`config.mk`:
```
export PLATFORM = sky130hd
export DESIGN_NAME = iobus_uart_tx
export DESIGN_NICKNAME = d
export VERILOG_FILES = /design/src/rtl/iobus_uart_tx.sv
export SDC_FILE = /design/constraint.sdc
export NUM_CORES = 1
export LEC_CHECK = 0
export CAP_MARGIN = 10
export CORE_ASPECT_RATIO = 0.8
export CORE_MARGIN = 5
export CORE_UTILIZATION = 25
export CTS_CLUSTER_DIAMETER = 100
export DETAILED_ROUTE_END_ITERATION = 12
export RECOVER_POWER = 25
export REMOVE_ABC_BUFFERS = 1
export SLEW_MARGIN = 30
export SYNTH_ARGS = -nofsm -noshare
export SYNTH_HDL_FRONTEND = slang
export SYNTH_SLANG_ARGS = --single-unit
```
`constraint.sdc`:
```
create_clock -name CLK -period 2.9 [get_ports CLK]
set_clock_uncertainty 0.15 [all_clocks]
set_input_delay 0.725 -clock CLK [delete_from_list [all_inputs] [get_ports CLK]]
set_output_delay 0.725 -clock CLK [all_outputs]
set_load 0.01 [all_outputs]
```
`src/rtl/iobus_uart_tx.sv`:
```
// IOBUS-mapped 8N1 UART transmitter: TXDATA pushes bytes into a small FIFO,
// BAUD_DIV sets cycles per bit, STATUS exposes count/overrun/empty/full/busy.
module iobus_uart_tx #(
    parameter logic [31:0] BASE_ADDR  = 32'h1100_0100,
    parameter int unsigned FIFO_DEPTH = 8,
    parameter logic [15:0] DIV_RESET  = 16'd868
) (
    input  logic        CLK,
    input  logic        RST_N,
    input  logic [31:0] IOBUS_ADDR,
    input  logic [31:0] IOBUS_OUT,
    input  logic        IOBUS_WR,
    output logic [31:0] IOBUS_IN,
    output logic        TX,
    output logic        TX_IDLE
);

    localparam logic [1:0] ST_IDLE  = 2'd0;
    localparam logic [1:0] ST_START = 2'd1;
    localparam logic [1:0] ST_DATA  = 2'd2;
    localparam logic [1:0] ST_STOP  = 2'd3;

    localparam int unsigned PW        = $clog2(FIFO_DEPTH);
    localparam logic [3:0]  DEPTH_CNT = 4'(FIFO_DEPTH);

    logic          sel_data, sel_stat, sel_div;
    logic          push_req, push_acc, pop;
    logic          full, empty, busy;

    logic [7:0]    fifo_q [FIFO_DEPTH];
    logic [PW-1:0] wptr_q, wptr_d, rptr_q, rptr_d;
    logic [3:0]    count_q, count_d;
    logic          ovr_q, ovr_d;
    logic [15:0]   div_q, div_d;

    logic [1:0]    state_q, state_d;
    logic [15:0]   cnt_q, cnt_d;
    logic [7:0]    shift_q, shift_d;
    logic [2:0]    bit_q, bit_d;
    logic          tx_q, tx_d;

    logic          unused_wdata_hi;
    assign unused_wdata_hi = ^IOBUS_OUT[31:16];

    assign sel_data = (IOBUS_ADDR == BASE_ADDR);
    assign sel_stat = (IOBUS_ADDR == BASE_ADDR + 32'h4);
    assign sel_div  = (IOBUS_ADDR == BASE_ADDR + 32'h8);

    assign full     = (count_q == DEPTH_CNT);
    assign empty    = (count_q == 4'd0);
    assign busy     = (state_q != ST_IDLE);
    assign push_req = IOBUS_WR && sel_data;
    // A full FIFO still accepts a byte when the FSM frees a slot on the same edge.
    assign push_acc = push_req && (!full || pop);

    always_comb begin
        IOBUS_IN = '0;
        if (sel_stat) begin
            IOBUS_IN = {24'b0, count_q, ovr_q, empty, full, busy};
        end else if (sel_div) begin
            IOBUS_IN = {16'b0, div_q};
        end
    end

    always_comb begin
        wptr_d  = wptr_q;
        rptr_d  = rptr_q;
        count_d = count_q;
        ovr_d   = ovr_q;
        div_d   = div_q;
        if (push_acc) begin
            wptr_d = wptr_q + PW'(1);
        end
        if (pop) begin
            rptr_d = rptr_q + PW'(1);
        end
        case ({push_acc, pop})
            2'b10:   count_d = count_q + 4'd1;
            2'b01:   count_d = count_q - 4'd1;
            default: count_d = count_q;
        endcase
        if (push_req && full && !pop) begin
            ovr_d = 1'b1;
        end else if (IOBUS_WR && sel_stat && IOBUS_OUT[3]) begin
            ovr_d = 1'b0;
        end
        if (IOBUS_WR && sel_div) begin
            div_d = (IOBUS_OUT[15:0] == 16'd0) ? 16'd1 : IOBUS_OUT[15:0];
        end
    end

    always_comb begin
        state_d = state_q;
        cnt_d   = cnt_q;
        shift_d = shift_q;
        bit_d   = bit_q;
        tx_d    = tx_q;
        pop     = 1'b0;
        case (state_q)
            ST_IDLE: begin
                tx_d = 1'b1;
                if (!empty) begin
                    pop     = 1'b1;
                    shift_d = fifo_q[rptr_q];
                    cnt_d   = div_q - 16'd1;
                    state_d = ST_START;
                    tx_d    = 1'b0;
                end
            end
            ST_START: begin
                if (cnt_q == 16'd0) begin
                    state_d = ST_DATA;
                    bit_d   = 3'd0;
                    cnt_d   = div_q - 16'd1;
                    tx_d    = shift_q[0];
                end else begin
                    cnt_d = cnt_q - 16'd1;
                end
            end
            ST_DATA: begin
                if (cnt_q == 16'd0) begin
                    cnt_d   = div_q - 16'd1;
                    shift_d = shift_q >> 1;
                    if (bit_q == 3'd7) begin
                        state_d = ST_STOP;
                        tx_d    = 1'b1;
                    end else begin
                        bit_d = bit_q + 3'd1;
                        tx_d  = shift_q[1];
                    end
                end else begin
                    cnt_d = cnt_q - 16'd1;
                end
            end
            ST_STOP: begin
                if (cnt_q == 16'd0) begin
                    if (!empty) begin
                        pop     = 1'b1;
                        shift_d = fifo_q[rptr_q];
                        cnt_d   = div_q - 16'd1;
                        state_d = ST_START;
                        tx_d    = 1'b0;
                    end else begin
                        state_d = ST_IDLE;
                        tx_d    = 1'b1;
                    end
                end else begin
                    cnt_d = cnt_q - 16'd1;
                end
            end
            default: begin
                state_d = ST_IDLE;
                tx_d    = 1'b1;
            end
        endcase
    end

    always_ff @(posedge CLK or negedge RST_N) begin
        if (!RST_N) begin
            wptr_q  <= '0;
            rptr_q  <= '0;
            count_q <= '0;
            ovr_q   <= 1'b0;
            div_q   <= DIV_RESET;
            state_q <= ST_IDLE;
            cnt_q   <= '0;
            shift_q <= '0;
            bit_q   <= '0;
            tx_q    <= 1'b1;
        end else begin
            wptr_q  <= wptr_d;
            rptr_q  <= rptr_d;
            count_q <= count_d;
            ovr_q   <= ovr_d;
            div_q   <= div_d;
            state_q <= state_d;
            cnt_q   <= cnt_d;
            shift_q <= shift_d;
            bit_q   <= bit_d;
            tx_q    <= tx_d;
        end
    end

    always_ff @(posedge CLK) begin
        if (push_acc) begin
            fifo_q[wptr_q] <= IOBUS_OUT[7:0];
        end
    end

    assign TX      = tx_q;
    assign TX_IDLE = empty && !busy;

endmodule

```
==> run_results.csv, run 1 <==
group,metric,value,unit
critical_path,crit_family,"simple AND/OR/NAND/NOR gates",
cells_and_area,fin_nets,779,
critical_path,timing.critical_path.buf_inv,5,
critical_path,cp_slowest_cell,"nor4_2",
global_routing,overflow,0,
critical_path,endpoint,"IOBUS_IN[5]",
cells_and_area,drive_gt1_share,34.6,%
cells_and_area,fillCellCount,2527,
critical_path,crit_arrival,2.20,ns
critical_path,path_max_fanout,6,
cts,cts-root-to-sink-buffers,2,
drt,route.detailed.drc,0,
timing,timing.fmax,0.326,GHz
timing,worstMarginPinSlew,0.850,ns
timing,hold_viol,0,
timing,timing.final.ws_setup,-0.172,ns
critical_path,cp_num_cells,10,
status,failed_checks,"negative setup slack",
logic_synthesis,synth_edf_count,64,
floorplan,core_area,25400,um2
placement,numPortBuffers,68,
logic_synthesis,netlist_area,6450,um2
logic_synthesis,ys_ff_latch,121,
critical_path,cp_common_cell,"buf_6",
cells_and_area,area_growth,34.8,%
logic_synthesis,async_flop_share,47.1,%
drt,wl_per_cell,16.3,um
drt,ant_nets,0,
placement,place_inst,991,
global_routing,grt_pass1_wl,27200,um
drt,vias_per_cell,4.63,
cts,clk_latency,0.42,ns
drt,first_pass_iters,5,
critical_path,reg2reg_to,"count_q[3]",
critical_path,critPathLaunch,"IOBUS_ADDR[12]",
power,ir_drop,0.000372,V
global_routing,antenna_found_initial,0,
critical_path,worstPathRequired,2.03,ns
hold_path,hp-class,"register to register",
logic_synthesis,synth_cells,553,
logic_synthesis,ys.warnings.count,0,
timing,post-route-min-period,3.07,ns
power,p_per_area,468,nW/um2
logic_synthesis,ys.flop_type,"edfxtp_1",
global_routing,first_global_vias,4878,
drt,drt_iter0_drc,297,
timing,final_max_slew_viol_count,0,
cts,clk_pin_slew,0.06,ns
critical_path,cp-start-kind,"input pin",
drt,wl,16900,um
floorplan,dieArea,29100,um2
global_routing,grt_usage,11.8,%
timing,rsz0062_at_grt,"yes",
job,drv_cap,0,
critical_path,worstSetupPathType,"input pin to output pin",
global_routing,grt_max_degree,32,
cells_and_area,final_common_cell,"buf_4",
logic_synthesis,synth_seq_area_share,52.0,%
critical_path,r2r_start,"cnt_q[14]",
cts,cts_made_buffers,17,
logic_synthesis,synth_cell_types,68,
cells_and_area,final_cells,1035,
floorplan,num_rows,52,
power,p_leak,3.66,nW
placement,gp_congestion,0.826,
floorplan,die_h,154,um
timing,finalCritPeriodShare,106,%
cts,cts_tree,"yes",
floorplan,start_util,25.4,%
timing,slew_headroom,43.3,%
cts,cts_root_buffer,"clkbuf_16",
logic_synthesis,syn_area_per_cell,11.7,um2
power,power,4.07,mW
timing,setup_viol,16,
floorplan,design.portCount,101,
floorplan,chipWidth,190,um
critical_path,rrSetupSlack,0.01,ns
placement,hpwl,12200,um
critical_path,end_kind,"output pin",
status,outcome,"finished with violations",
critical_path,max_stage_delay,0.27,ns
cts,cts_max_level,4,
critical_path,worstPathCellList,"buf_6 > nor4_2 > nand4_1 > buf_6 > nor4_4 > buf_6 > buf_6 > nand2_2 > o21ai_2 > buf_2",
drt,vias,4797,
critical_path,reg2reg_depth,10,
cells_and_area,final_cell_mix,"buf_4 (69), edfxtp_1 (64), dfrtp_1 (51)",
cells_and_area,antenna_cells,0,
cts,numClockSinks,121,
==> synthesized netlist by cell type (all sizes together), types with 3 or more instances <==
cell    count  area [um2]
edfxtp     64        1920
nand2      55         209
dfrtp      51        1280
nor2       45         171
o21ai      29         149
mux2       27         304
buf        23         161
xnor2      23         201
a21oi      20         100
nor4       19         146
clkbuf     17        63.8
inv        16        60.1
mux4       16         360
ha         13         163
nor3       11        60.1
and2       10        65.1
mux2i      10         100
nand3       8        40.0
xor2        7        61.3
a22o        6        52.6
dfstp       6         158
o31ai       6        45.0
or4         6        45.0
a221oi      5        43.8
o211ai      5        37.5
a21o        4        31.3
nand2b      4        25.0
a311oi      3        26.3
a31oi       3        18.8
nor3b       3        22.5
nor4b       3        26.3
or2         3        18.8
==> power by group <==
part | switching (mW) | internal, mW | leakage (nW)
Sequential | 0.0221 | 1.86 | 1.30
Combinational | 0.0916 | 0.0975 | 2.10
Clock | 0.812 | 1.19 | 0.268
==> metal layers <==
metal	vias up	GRT usage (%)	wire (um)
met5	-	0	0
met4	0	2.86	102
met3	13	3.49	1190
met2	151	18.3	7750
met1	2308	16.4	7860
li1	2325	-	-
==> cell type report <==
| cell class | count | area, um2 | share of cell area, % |
|---|---|---|---|
| sequential | 121 | 3360 | 38.6 |
| clock buffer | 17 | 425 | 4.89 |
| tap | 324 | 405 | 4.66 |
| inverter | 17 | 63.8 | 0.734 |
| timing repair buffer | 151 | 1210 | 13.9 |
| multi-input combinational | 390 | 3090 | 35.5 |
| clock inverter | 15 | 141 | 1.63 |
==> registers in the layout, indices dropped and copies added (netlist names), 2 cells and up <==
| signal | cells |
|---|---|
| shift_q | 8 |
| state_q | 2 |
| rptr_q | 3 |
| count_q | 4 |
| bit_q | 3 |
| wptr_q | 3 |
| cnt_q | 16 |
| div_q | 16 |
| fifo_q | 64 |
==> how the worst min path moves through the flow <==
stage	startpoint	slack (ns)	endpoint	depth (start not counted)
6_report	shift_q[7]	0.36	shift_q[7]	1
5_1_grt	shift_q[7]	0.37	shift_q[7]	1
4_1_cts	shift_q[7]	0.36	shift_q[7]	1
3_5_place_dp	shift_q[7]	0.35	shift_q[7]	1
3_3_place_gp	bit_q[1]	0.34	bit_q[1]	2
2_1_floorplan	RST_N	0.28	bit_q[0]	0
==> stage by stage <==
| step | TNS (ns) | instance area (um2) | worst slack (ns) | hold slack [ns] | util [%] |
|---|---|---|---|---|---|
| 6_report | -1.71 | 8690 | -0.172 | 0.357 | 34.3 |
| 5_1_grt | -3.86 | 8690 | -0.291 | 0.373 | 34.3 |
| 4_1_cts | -1.22 | 8520 | -0.149 | 0.359 | 33.6 |
| 3_5_place_dp | -58.06 | 7930 | -1.00 | 0.346 | 31.2 |
| 3_3_place_gp | -51.46 | 7930 | -0.931 | 0.339 | 31.2 |
| 2_1_floorplan | -19.04 | 6280 | -0.658 | 0.279 | - |
==> kinds of logic (layout without fill, tap and decap cells) <==
| group | count (synthesis) | after routing | share of synthesized area, % |
|---|---|---|---|
| AND/OR/NAND/NOR | 178 | 178 | 14.3 |
| AO/OA/AOI/OAI | 99 | 99 | 10.4 |
| flip-flops | 121 | 121 | 52.0 |
| adder cells (fa/ha/maj) | 14 | 14 | 2.83 |
| other | 1 | 16 | 0.0582 |
| buffers and inverters | 57 | 200 | 4.48 |
| XOR/XNOR | 30 | 30 | 4.08 |
| multiplexers | 53 | 53 | 11.9 |
==> what timing repair did <==
action / in CTS / in global routing
setup endpoints to repair: 83 / 31
hold buffers: 1 / 0
endpoints found under the hold margin: 1 / 0
buffers inserted: 8 / 3
gates resized for setup: 179 / 44
pin swaps: 25 / 12
(Power assumes the default switching activity.)
==> run 2: changes to the inputs <==
ABC_CLOCK_PERIOD_IN_PS = 2900   (was default)
==> results of run 2 <==
The final DEF is identical to that of run 1; final timing and power are the same.
